`config.mk`:
```
export PLATFORM = sky130hd
export DESIGN_NAME = pipeline_hazard_ctrl
export DESIGN_NICKNAME = d
export VERILOG_FILES = /design/src/rtl/pipeline_hazard_ctrl.sv
export SDC_FILE = /design/constraint.sdc
export NUM_CORES = 1
export LEC_CHECK = 0
export BUFFER_PORTS_ARGS = -buffer_cell sky130_fd_sc_hd__buf_2
export CELL_PAD_IN_SITES_DETAIL_PLACEMENT = 1
export CELL_PAD_IN_SITES_GLOBAL_PLACEMENT = 2
export CORE_MARGIN = 3
export CORE_UTILIZATION = 33
export DETAILED_ROUTE_END_ITERATION = 16
export GPL_TIMING_DRIVEN = 0
export PLACE_DENSITY = 0.77
export REMOVE_ABC_BUFFERS = 1
export SKIP_CTS_REPAIR_TIMING = 1
export SLEW_MARGIN = 20
export SYNTH_ARGS = -nofsm -noshare
export SYNTH_HDL_FRONTEND = slang
export SYNTH_SLANG_ARGS = --single-unit
export TNS_END_PERCENT = 5
```
`constraint.sdc`:
```
create_clock -name clk -period 2.6 [get_ports clk]
set_input_delay 0.26 -clock clk [delete_from_list [all_inputs] [get_ports clk]]
set_output_delay 0.26 -clock clk [all_outputs]
set_load 0.02 [all_outputs]
```
`src/rtl/pipeline_hazard_ctrl.sv`:
```
// Scoreboard hazard controller for a 5-stage RISC-V pipeline: decides issue, stalls,
// bubbles and branch flushes, freezes on data-memory busy and counts hazard stalls.
module pipeline_hazard_ctrl #(
  parameter int WB_LAT = 2,
  parameter int CNT_W  = 16
) (
  input  logic             clk,
  input  logic             rst_n,
  input  logic             de_valid,
  input  logic [4:0]       de_src1,
  input  logic [4:0]       de_src2,
  input  logic [4:0]       de_rd,
  input  logic             de_regwrt,
  input  logic [2:0]       instr_type,
  input  logic             branch_taken,
  input  logic             mem_busy,
  output logic             pc_en,
  output logic             fd_en,
  output logic             de_en,
  output logic             em_en,
  output logic             mw_en,
  output logic             fd_flush,
  output logic             de_bubble,
  output logic [1:0]       state,
  output logic [CNT_W-1:0] stall_count
);

  localparam logic [1:0] ST_RUN   = 2'd0;
  localparam logic [1:0] ST_HAZ   = 2'd1;
  localparam logic [1:0] ST_MWAIT = 2'd2;
  localparam logic [1:0] ST_FLUSH = 2'd3;
  localparam logic [1:0] LOAD_VAL = 2'(WB_LAT);

  logic [1:0]       cnt_r [32];
  logic [1:0]       state_r;
  logic [CNT_W-1:0] stall_count_r;
  logic             use1_s, use2_s, pend1_s, pend2_s;
  logic             haz_s, issue_s;
  logic [6:0]       ctl_s;

  // Which sources an instruction type reads, as {src2, src1}; types 6/7 behave as U.
  function automatic logic [1:0] src_use(input logic [2:0] ty);
    case (ty)
      3'd0, 3'd2, 3'd3: src_use = 2'b11;
      3'd1:             src_use = 2'b01;
      default:          src_use = 2'b00;
    endcase
  endfunction

  // Hazard detection and issue decision for the decode-stage instruction.
  always_comb begin
    {use2_s, use1_s} = src_use(instr_type);
    pend1_s = (de_src1 != 5'd0) && (cnt_r[de_src1] != 2'd0);
    pend2_s = (de_src2 != 5'd0) && (cnt_r[de_src2] != 2'd0);
    haz_s   = de_valid && ((use1_s && pend1_s) || (use2_s && pend2_s));
    issue_s = de_valid && !haz_s && !mem_busy && !branch_taken;
  end

  // Priority decode of stage enables and flushes: {pc, fd, de, em, mw, fd_flush, de_bubble}.
  always_comb begin
    ctl_s = 7'b0000000;
    if (!rst_n) begin
      ctl_s = 7'b0000000;
    end else if (mem_busy) begin
      ctl_s = 7'b0000000;
    end else if (branch_taken) begin
      ctl_s = 7'b1111111;
    end else if (haz_s) begin
      ctl_s = 7'b0011101;
    end else begin
      ctl_s = 7'b1111100;
    end
  end

  assign {pc_en, fd_en, de_en, em_en, mw_en, fd_flush, de_bubble} = ctl_s;

  // Scoreboard: age pending writes each advancing cycle; a new issue reloads its rd.
  always_ff @(posedge clk or negedge rst_n) begin
    if (!rst_n) begin
      for (int i = 0; i < 32; i++) cnt_r[i] <= 2'd0;
    end else if (!mem_busy) begin
      cnt_r[0] <= 2'd0;
      for (int i = 1; i < 32; i++) begin
        if (issue_s && de_regwrt && (de_rd == 5'(i))) begin
          cnt_r[i] <= LOAD_VAL;
        end else if (cnt_r[i] != 2'd0) begin
          cnt_r[i] <= cnt_r[i] - 2'd1;
        end else begin
          cnt_r[i] <= 2'd0;
        end
      end
    end
  end

  // Registered status and saturating hazard-stall counter.
  always_ff @(posedge clk or negedge rst_n) begin
    if (!rst_n) begin
      state_r       <= ST_RUN;
      stall_count_r <= {CNT_W{1'b0}};
    end else begin
      if (mem_busy) begin
        state_r <= ST_MWAIT;
      end else if (branch_taken) begin
        state_r <= ST_FLUSH;
      end else if (haz_s) begin
        state_r <= ST_HAZ;
      end else begin
        state_r <= ST_RUN;
      end
      if (!mem_busy && !branch_taken && haz_s && (stall_count_r != {CNT_W{1'b1}})) begin
        stall_count_r <= stall_count_r + {{(CNT_W-1){1'b0}}, 1'b1};
      end
    end
  end

  assign state       = state_r;
  assign stall_count = stall_count_r;

endmodule

```
==> results of run 1 <==
==> final cells by class <==
type	instances	area share (%)
inverters	17	1.19
clock buffers	13	4.40
well taps	172	3.79
repair inverters	1	0.0881
flip-flops and latches	80	35.3
multi-input cells	346	43.6
repair buffers	80	10.5
clock inverters	3	1.14
==> logic make-up after synthesis <==
kind of cell	after synthesis	synth area share, %
AO/OA/AOI/OAI	127	18.0
XOR/XNOR	15	2.97
adder cells (fa/ha/maj)	1	0.283
buffers and inverters	51	5.24
flip-flops	80	45.3
multiplexers	15	6.26
AND/OR/NAND/NOR	188	21.9
==> power by group through the flow <==
stage / clock network (mW) / logic (mW) / registers [mW]
2_1_floorplan: 0 / 0.137 / 1.36
3_3_place_gp: 0 / 0.330 / 1.34
3_5_place_dp: 0 / 0.359 / 1.34
4_1_cts: 1.42 / 0.361 / 1.32
5_1_grt: 1.47 / 0.494 / 1.33
6_report: 1.37 / 0.451 / 1.32
==> worst min-delay path: stages <==
cell and delay, ns:
buf_2 0.11, inv_1 0.09, nand2_1 0.08
==> stage by stage <==
stage	TNS, ns	std cells	setup WS, ns
finish	-4.22	712	-0.286
global route	-8.36	712	-0.395
CTS	-19.87	683	-0.772
detailed placement	-26.73	667	-0.624
global placement	-84.97	663	-1.43
floorplan	-2.09	443	-0.345
==> state kept, by name (all words and copies together) (netlist names) <==
signal       count
cnt_r           62
stall_count     16
state            2
==> worst max-delay path by stage <==
stage,cells past startpoint,startpoint,slack [ns],endpoint
CTS,10,cnt_r[16],-0.77,de_bubble
global route,10,cnt_r[49],-0.39,de_bubble
floorplan,6,cnt_r[48],-0.35,fd_en
detailed placement,7,mem_busy,-0.62,cnt_r[28]
global placement,8,de_src1[1],-1.43,de_bubble
finish,10,cnt_r[49],-0.29,de_bubble
==> synth_stat cells, drive strengths merged (2+ instances only) <==
cell	count	share of area (%)
nor4b	2	0.40
o21ai	76	8.6
a2111oi	2	0.40
nor3	13	1.5
or3	7	0.99
dfrtp	80	45
or4	3	0.51
clkbuf	18	1.5
nor4	20	2.8
nand2	44	3.7
o41ai	13	2.6
mux4	10	5.1
mux2i	4	0.91
a21oi	8	0.91
nand3b	10	1.7
nor2b	6	0.85
inv	17	1.4
a21o	3	0.51
nand3	15	1.7
o31ai	2	0.34
a211oi	7	1.2
nor3b	5	0.85
nand2b	9	1.3
nor2	37	3.1
xor2	4	0.79
or2	6	0.85
buf	16	2.3
o211ai	3	0.51
and3	9	1.3
xnor2	11	2.2
o311ai	3	0.60
==> per-layer routing <==
layer  track usage [%]  wire, µm  share of wire (%)  vias up
li1                  -         -                  -     1860
met4              7.42       285                2.1        0
met2              27.9      6190                 45       90
met1              26.3      6450                 47     2014
met3              3.95       715                5.2       19
met5                 0         0                  0        -
==> out/metrics.yaml, run 1 <==
setup_path:
  crit_path_max_incr_delay_ns: 0.49
  cp_top_family: "multiplexers"
  critical_path_class: "reg -> out"
  r2r.worst_path.cells: 12
  buf_inv_on_cp: 3
  cp_data_required_time_ns: 2.34
  setup.worst_path.end_class: "output pin"
  path_max_fanout: 7
  worst_setup_slack_for_register_to_register_paths_ns: -0.24
  crit_path_cell_trace: "nor2_1 > mux4_2 > mux4_2 > nor2b_4 > o32ai_4 > buf_8 > buf_12 > a21oi_4 > nor2_1 > buf_4"
  r2r-start: "cnt_r[23]"
  critPathArrivalTime_ns: 2.63
  critical_path.slowest_cell: "mux4_2"
  r2r-end: "cnt_r[1]"
  start_kind: "register"
power:
  power.static_leakage_nw: 2.38
  vdd_ir_drop_max_v: 0.000352
  p_per_area_nw_per_um2: 553
  int_pwr_mw: 2.32
  totalPowerFinal_mw: 3.14
  combinationalPowerShare_pct: 14.4
  p_switching_mw: 0.819
  power.clock.fraction_pct: 43.6
  seq_power_share_pct: 42.0
  power_switching_share_pct: 26.1
grt:
  aggregate_global_route_resource_usage_pct: 18.6
  grt_first_pass_wirelength_um: 21400
  number_of_global_route_vias_before_repair: 4047
  grt_max_degree: 76
  grt_overflow_total: 0
  grt_antenna_before_repair: 0
clock_network:
  clkSinkCount: 80
  cts_tree: "yes"
  cts_made_buffers: 9
  clock_tree.root_cell: "clkbuf_16"
  cts_htree_levels: 3
  clock_insertion_delay_worst_skew_ns: 0.35
  buffer_levels_on_the_longest_clock_path: 2
  cts.clk_slew.worst_paths_ns: 0.06
logic_synthesis:
  synth_enable_flop_cells: 0
  dominantRegCellSynth: "dfrtp_1"
  seq_area_frac_synth_pct: 45.3
  async_reset_ff_share_pct: 100
  post_synth_instance_area_um2: 4420
  netlist-cell-type-count: 48
  ys.warnings.count: 0
  ys_ff_latch: 80
  synth_cells: 477
  synth.avg_cell_area_um2: 9.26
cells_and_area:
  area_taken_by_multi_input_logic_gates_um2: 2480
  areaGrowthSynthToFinish_pct: 28.7
  final_core_utilization_pct: 44.1
  mostFrequentLayoutCell: "dfrtp_1"
  antenna_cells: 0
  layout.cells.most_common_list: "76 x dfrtp_1, 50 x o21ai_0, 44 x nand2_1"
  num-nets-final: 560
  ff_latch_area_um2: 2010
  drive_gt1_share_pct: 31.1
  design_area_um2: 5680
  filler_cell_count: 1443
routing:
  drcViolationCount: 0
  detailedRoute.firstPassIterationCount: 4
  detail_route.iter0.violations: 203
  dr_total_vias: 3983
  average_wire_per_cell_in_the_routed_design_um: 19.2
  antenna_violating_nets_post_route: 0
  drt-vias-per-instance: 5.59
  postRouteWirelength_um: 13600
floorplan:
  core_rows: 41
  dieWidth_um: 122
  chipHeight_um: 122
  core_region_area_um2: 12900
  boundary_pins: 49
  dieArea_um2: 14800
  floorplan.initialDensity_pct: 34.3
min_path:
  hold_class: "in -> reg"
  hold_path_startpoint: "branch_taken"
  whs_path_depth: 3
  hold_end: "state[1]"
timing:
  fin_hold_ws_ns: 0.233
  unrepaired_setup_endpoints_after_global_routing: "yes"
  fin_crit_ns: 2.89
  setup_viol: 33
  clock.fmax_mhz: 346
  slew-limit-headroom_pct: 49.9
  slew_violations: 0
  post-route-worst-setup-slack_ns: -0.286
  timing_worst_slew_pin_value_ns: 0.745
  report.final.hold_viol_count: 0
  fin_clk_skew_ns: 0.00733
  final_worst_path_cycle_share_pct: 111
placement:
  dpl-instance-area_um2: 4780
  post-dp-hpwl_um: 8900
  finalWeightedCongestion: 0.807
  portBuffers: 48
run_status:
  result_of_the_run: "finished with violations"
  violations: "setup timing"
flow_run:
  cap_viol_max_count: 0
Note: power is estimated with default switching activity, not from simulation.
==> inputs of run 2 (changes only) <==
CORE_MARGIN = 8   (was 3)
==> run 2 against run 1 <==
Against the previous run:
- the run still ends with setup timing left
- final area fell by 3.5%
- global-route usage shrank 2.8 points
- setup slack improved by 0.0038 ns
- clock skew decreased by 0.0026 ns
- maximum frequency is 0.13% higher
- die area increased by 17%
- sequential cell count unchanged
- count of clock-buffer cells in the layout stayed put
- total power decreased by 7.6%
- sequential share of layout area increased by 1.3 points
- critical endpoint unchanged
- largest cell class unchanged
- largest power group is now sequential cells
==> out/metrics.yaml, run 2 (synthesis gave the netlist of run 1 again) <==
timing:
  clock.fmax_mhz: 347  # was 346 MHz
  setup_viol: 29  # was 33
  fin_crit_ns: 2.88  # was 2.89 ns
  unrepaired_setup_endpoints_after_global_routing: "yes"  # unchanged
  report.final.hold_viol_count: 0  # unchanged
  post-route-worst-setup-slack_ns: -0.283  # was -0.286 ns
  timing_worst_slew_pin_value_ns: 0.993  # was 0.745 ns
  fin_hold_ws_ns: 0.220  # was 0.233 ns
  slew-limit-headroom_pct: 33.2  # was 49.9%
  slew_violations: 0  # unchanged
  fin_clk_skew_ns: 0.00472  # was 0.00733 ns
  final_worst_path_cycle_share_pct: 111  # about the same
power:
  totalPowerFinal_mw: 2.90  # was 3.14 mW
  vdd_ir_drop_max_v: 0.000252  # was 0.000352 V
  power.static_leakage_nw: 2.31  # was 2.38 nW
  seq_power_share_pct: 45.4  # was 42.0%
  combinationalPowerShare_pct: 14.7  # was 14.4%
  p_switching_mw: 0.805  # was 0.819 mW
  power_switching_share_pct: 27.7  # was 26.1%
  int_pwr_mw: 2.10  # was 2.32 mW
  power.clock.fraction_pct: 39.8  # was 43.6%
  p_per_area_nw_per_um2: 530  # was 553 nW/µm²
floorplan:
  core_rows: 42  # was 41
  boundary_pins: 49  # unchanged
  floorplan.initialDensity_pct: 33.6  # was 34.3%
  dieWidth_um: 132  # was 122 µm
  chipHeight_um: 132  # was 122 µm
  dieArea_um2: 17300  # was 14,800 µm²
  core_region_area_um2: 13100  # was 12,900 µm²
setup_path:
  crit_path_max_incr_delay_ns: 0.48  # was 0.49 ns
  critPathArrivalTime_ns: 2.62  # was 2.63 ns
  crit_path_cell_trace: "nor2_1 > mux4_2 > mux4_2 > nor2b_4 > o32ai_4 > buf_8 > a21oi_4 > nor2_1 > buf_4"  # was nor2_1 > mux4_2 > mux4_2 > nor2b_4 > o32ai_4 > buf_8 > buf_12 > a21oi_4 > nor2_1 > buf_4
  critical_path.slowest_cell: "mux4_2"  # unchanged
  start_kind: "register"  # unchanged
  path_max_fanout: 7  # unchanged
  setup.worst_path.end_class: "output pin"  # unchanged
  cp_data_required_time_ns: 2.34  # about the same
  critical_path_class: "reg -> out"  # unchanged
clock_network:
  cts_made_buffers: 9  # unchanged
  clock_insertion_delay_worst_skew_ns: 0.35  # about the same
  cts.clk_slew.worst_paths_ns: 0.06  # about the same
  buffer_levels_on_the_longest_clock_path: 2  # unchanged
  clock_tree.root_cell: "clkbuf_16"  # unchanged
  cts_htree_levels: 3  # unchanged
  clkSinkCount: 80  # unchanged
  cts_tree: "yes"  # unchanged
grt:
  grt_max_degree: 76  # unchanged
  number_of_global_route_vias_before_repair: 4170  # was 4,047
  aggregate_global_route_resource_usage_pct: 15.8  # was 18.6%
  grt_antenna_before_repair: 1  # was 0
  grt_overflow_total: 0  # unchanged
  grt_first_pass_wirelength_um: 22100  # was 21,400 µm
routing:
  drt-vias-per-instance: 5.57  # was 5.59
  drcViolationCount: 0  # unchanged
  detail_route.iter0.violations: 190  # was 203
  antenna_violating_nets_post_route: 0  # unchanged
  average_wire_per_cell_in_the_routed_design_um: 19.7  # was 19.2 µm
  postRouteWirelength_um: 13900  # was 13,600 µm
  detailedRoute.firstPassIterationCount: 4  # unchanged
  dr_total_vias: 3926  # was 3,983
cells_and_area:
  largest_register_ff_count: 62  # unchanged
  num-nets-final: 549  # was 560
  drive_gt1_share_pct: 27.5  # was 31.1%
  areaGrowthSynthToFinish_pct: 24.1  # was 28.7%
  filler_cell_count: 1537  # was 1,443
  design_area_um2: 5480  # was 5680 µm²
  layout.cells.most_common_list: "76 x dfrtp_1, 45 x o21ai_0, 44 x buf_2"  # was 76 x dfrtp_1, 50 x o21ai_0, 44 x nand2_1
  final_core_utilization_pct: 41.7  # was 44.1%
  mostFrequentLayoutCell: "dfrtp_1"  # unchanged
  registers.top_by_ff_count: "cnt_r"  # unchanged
placement:
  finalWeightedCongestion: 0.797  # was 0.807
  portBuffers: 48  # unchanged
  dpl-instance-area_um2: 4790  # was 4780 µm²
  placement.setup.worst_slack_ns: -0.681  # was -0.624 ns
  post-dp-hpwl_um: 9210  # was 8900 µm
run_status:
  violations: "setup timing"  # unchanged
  result_of_the_run: "finished with violations"  # unchanged
flow_run:
  cap_viol_max_count: 0  # unchanged
min_path:
  hold_class: "in -> reg"  # unchanged
## run 2: power groups by stage
stage	logic, mW	clock network, mW	registers, mW
global placement	0.331	0	1.34
CTS	0.362	1.18	1.32
detailed placement	0.361	0	1.34
finish	0.427	1.16	1.32
floorplan	0.137	0	1.36
global route	0.466	1.23	1.33
## run 2: critical path, delay by kind of cell (launching register included)
| family | cells | cell delay (ns) |
|---|---|---|
| AND/OR/NAND/NOR | 3 | 0.34 |
| buffers and inverters | 2 | 0.34 |
| AO/OA/AOI/OAI | 2 | 0.27 |
| flip-flops | 1 | 0.39 |
| multiplexers | 2 | 0.93 |
## run 2: per-stage QoR
stage	std cells	TNS [ns]
2_1_floorplan	443	-2.09
3_3_place_gp	667	-86.61
3_5_place_dp	671	-29.73
4_1_cts	685	-16.81
5_1_grt	703	-7.94
6_report	705	-2.34
## run 2: final timing paths
path / from / endpoint / slack, ns / cells past startpoint
setup / recovery: cnt_r[56] / de_bubble / -0.28 / 9
hold / removal: branch_taken / state[1] / 0.22 / 3
setup reg to reg: cnt_r[52] / cnt_r[38] / -0.13 / 9
hold reg to reg: stall_count[10] / stall_count[10] / 0.48 / 1
max in group asynchronous: rst_n / cnt_r[16] / 1.58 / 3
min in group asynchronous: rst_n / cnt_r[54] / 0.39 / 2
## run 2: area by class of cell
type | count | area, µm² | share of cell area (%)
Antenna cell | 2 | 5.00 | 0.0913
Multi-Input combinational cell | 346 | 2440 | 44.5
Timing Repair inverter | 1 | 5.00 | 0.0913
Clock buffer | 13 | 250 | 4.56
Tap cell | 176 | 220 | 4.02
Clock inverter | 1 | 5.00 | 0.0913
Sequential cell | 80 | 2010 | 36.6
Inverter | 17 | 67.6 | 1.23
Timing Repair Buffer | 69 | 484 | 8.83
## run 2: layer usage
layer	global-route usage [%]	share of wire, %
met5	0	0
met4	7.66	1.9
met3	3.66	4.3
met2	23.3	44
met1	21.3	49
==> inputs of run 3 (changes only) <==
--- a/constraint.sdc
+++ b/constraint.sdc
@@ -3,2 +3,2 @@
 set_output_delay 0.26 -clock clk [all_outputs]
-set_load 0.02 [all_outputs]
+set_load 0.01 [all_outputs]
==> run 3 against run 2 <==
Against the previous run:
- the flow still finishes with violations (setup timing)
- core utilization rose by 0.20 points
- final area is 0.48% higher
- final cell count grew 0.28%
- critical path depth did not move
- sequential cell count stayed put
- die area is the same
- via count rose by 0.13%
- critical endpoint unchanged
- largest cell class unchanged
- largest power group unchanged
- highest routed layer unchanged
==> out/metrics.yaml, run 3 (synthesis gave the netlist of run 1 again) <==
flow_run:
  cap_viol_max_count: 0  # unchanged
setup_path:
  cp_data_required_time_ns: 2.34  # about the same
  r2r-start: "cnt_r[2]"  # was cnt_r[52]
  critPathArrivalTime_ns: 2.60  # was 2.62 ns
  worst_setup_slack_for_register_to_register_paths_ns: -0.13  # about the same
  path_max_fanout: 7  # unchanged
  r2r.worst_path.cells: 9  # unchanged
  start_kind: "register"  # unchanged
  critical_path_class: "reg -> out"  # unchanged
  setup.worst_path.end_class: "output pin"  # unchanged
  worstSetupStartpoint: "cnt_r[56]"  # unchanged
  r2r-end: "cnt_r[38]"  # unchanged
grt:
  number_of_global_route_vias_before_repair: 4170  # unchanged
  aggregate_global_route_resource_usage_pct: 15.8  # unchanged
  grt_antenna_before_repair: 1  # unchanged
  grt_max_degree: 76  # unchanged
  grt_first_pass_wirelength_um: 22100  # unchanged
  grt_overflow_total: 0  # unchanged
timing:
  fin_hold_ws_ns: 0.220  # about the same
  timing_worst_slew_pin_value_ns: 0.854  # was 0.993 ns
  clock.fmax_mhz: 350  # was 347 MHz
  slew-limit-headroom_pct: 42.6  # was 33.2%
  fin_clk_skew_ns: 0.00534  # was 0.00472 ns
  report.final.hold_viol_count: 0  # unchanged
  fin_crit_ns: 2.86  # was 2.88 ns
  slew_violations: 0  # unchanged
  final_worst_path_cycle_share_pct: 110  # was 111%
  post-route-worst-setup-slack_ns: -0.259  # was -0.283 ns
  setup_viol: 30  # was 29
  unrepaired_setup_endpoints_after_global_routing: "yes"  # unchanged
power:
  p_per_area_nw_per_um2: 524  # was 530 nW/µm²
  vdd_ir_drop_max_v: 0.000252  # about the same
  power.static_leakage_nw: 2.31  # about the same
run_status:
  violations: "setup timing"  # unchanged
  result_of_the_run: "finished with violations"  # unchanged
placement:
  finalWeightedCongestion: 0.797  # unchanged
  place_inst: 671  # unchanged
  post-dp-hpwl_um: 9210  # unchanged
  portBuffers: 48  # unchanged
clock_network:
  clock_tree.root_cell: "clkbuf_16"  # unchanged
  cts_tree: "yes"  # unchanged
  buffer_levels_on_the_longest_clock_path: 2  # unchanged
  clkSinkCount: 80  # unchanged
  cts.clk_slew.worst_paths_ns: 0.06  # about the same
  cts_made_buffers: 9  # unchanged
  clock_insertion_delay_worst_skew_ns: 0.35  # about the same
  cts_htree_levels: 3  # unchanged
floorplan:
  chipHeight_um: 132  # unchanged
  dieArea_um2: 17300  # unchanged
  dieWidth_um: 132  # unchanged
  core_region_area_um2: 13100  # unchanged
  floorplan.initialDensity_pct: 33.6  # unchanged
  boundary_pins: 49  # unchanged
  core_rows: 42  # unchanged
cells_and_area:
  mostFrequentLayoutCell: "dfrtp_1"  # unchanged
  areaGrowthSynthToFinish_pct: 24.7  # was 24.1%
  largest_register_ff_count: 62  # unchanged
  num-nets-final: 551  # was 549
  layout.cells.most_common_list: "76 x dfrtp_1, 46 x buf_2, 45 x o21ai_0"  # was 76 x dfrtp_1, 45 x o21ai_0, 44 x buf_2
  final_cell_count_no_fill: 707  # was 705
  filler_cell_count: 1541  # was 1,537
  drive_gt1_share_pct: 28.5  # was 27.5%
  final_core_utilization_pct: 41.9  # was 41.7%
  registers.top_by_ff_count: "cnt_r"  # unchanged
routing:
  detailedRoute.firstPassIterationCount: 4  # unchanged
  average_wire_per_cell_in_the_routed_design_um: 19.6  # was 19.7 µm
  detail_route.iter0.violations: 191  # was 190
  postRouteWirelength_um: 13900  # about the same
  drt-vias-per-instance: 5.56  # was 5.57
  antenna_violating_nets_post_route: 0  # unchanged
  drcViolationCount: 0  # unchanged
  dr_total_vias: 3931  # was 3,926
min_path:
  whs_path_depth: 3  # unchanged
  hold_end: "state[1]"  # unchanged
  hold_class: "in -> reg"  # unchanged
  hold_path_startpoint: "branch_taken"  # unchanged
-- run 3: changes by cell type in the layout (fill, tap and decap cells not counted), sizes merged --
cell	previous run	this run
buf	67	69
-- run 3: report_power, final --
group	switching, mW	internal (mW)
logic	0.245	0.163
clock network	0.496	0.662
registers	0.0421	1.28
total	0.783	2.10
-- run 3: worst max-delay path, cell delays in order, from the launching register on --
cell,delay (ns)
dfrtp_1,0.39
nor2_1,0.11
mux4_2,0.45
mux4_2,0.48
nor2b_4,0.15
o32ai_4,0.21
buf_8,0.19
a21oi_4,0.06
nor2_1,0.07
buf_2,0.13
-- run 3: worst max-delay path by stage --
| stage | endpoint | slack, ns | cells past startpoint |
|---|---|---|---|
| after floorplan | stall_count[1] | -0.25 | 7 |
| after global placement | de_bubble | -1.40 | 8 |
| after detailed placement | cnt_r[25] | -0.68 | 7 |
| after CTS | de_bubble | -0.66 | 9 |
| after global routing | de_bubble | -0.37 | 9 |
| final | de_bubble | -0.26 | 9 |
-- run 3: per-stage QoR --
stage	setup TNS (ns)	instance area [µm²]	total power, mW	setup WS (ns)
after floorplan	-1.57	4250	1.48	-0.252
after detailed placement	-29.65	4790	1.68	-0.681
final	-2.54	5510	2.88	-0.259
after CTS	-16.74	5040	2.84	-0.655
after global routing	-8.24	5500	3.00	-0.369
after global placement	-86.46	4710	1.64	-1.40
-- run 3: layout make-up --
type	count	area (µm²)	share of cell area [%]
Clock inverter	1	5.00	0.0908
Tap cell	176	220	4.00
Clock buffer	13	250	4.54
Sequential cell	80	2010	36.4
Antenna cell	2	5.00	0.0908
Timing Repair inverter	1	5.00	0.0908
Multi-Input combinational cell	346	2450	44.5
Timing Repair Buffer	71	498	9.04
Inverter	17	67.6	1.23
-- run 3: routing by layer --
layer	global-route usage (%)	share of wire (%)	vias up
met1	21.3	49	1987
met3	3.66	4.5	17
met2	23.3	44	83
met5	0	0	-
li1	-	-	1844
met4	7.66	1.9	0
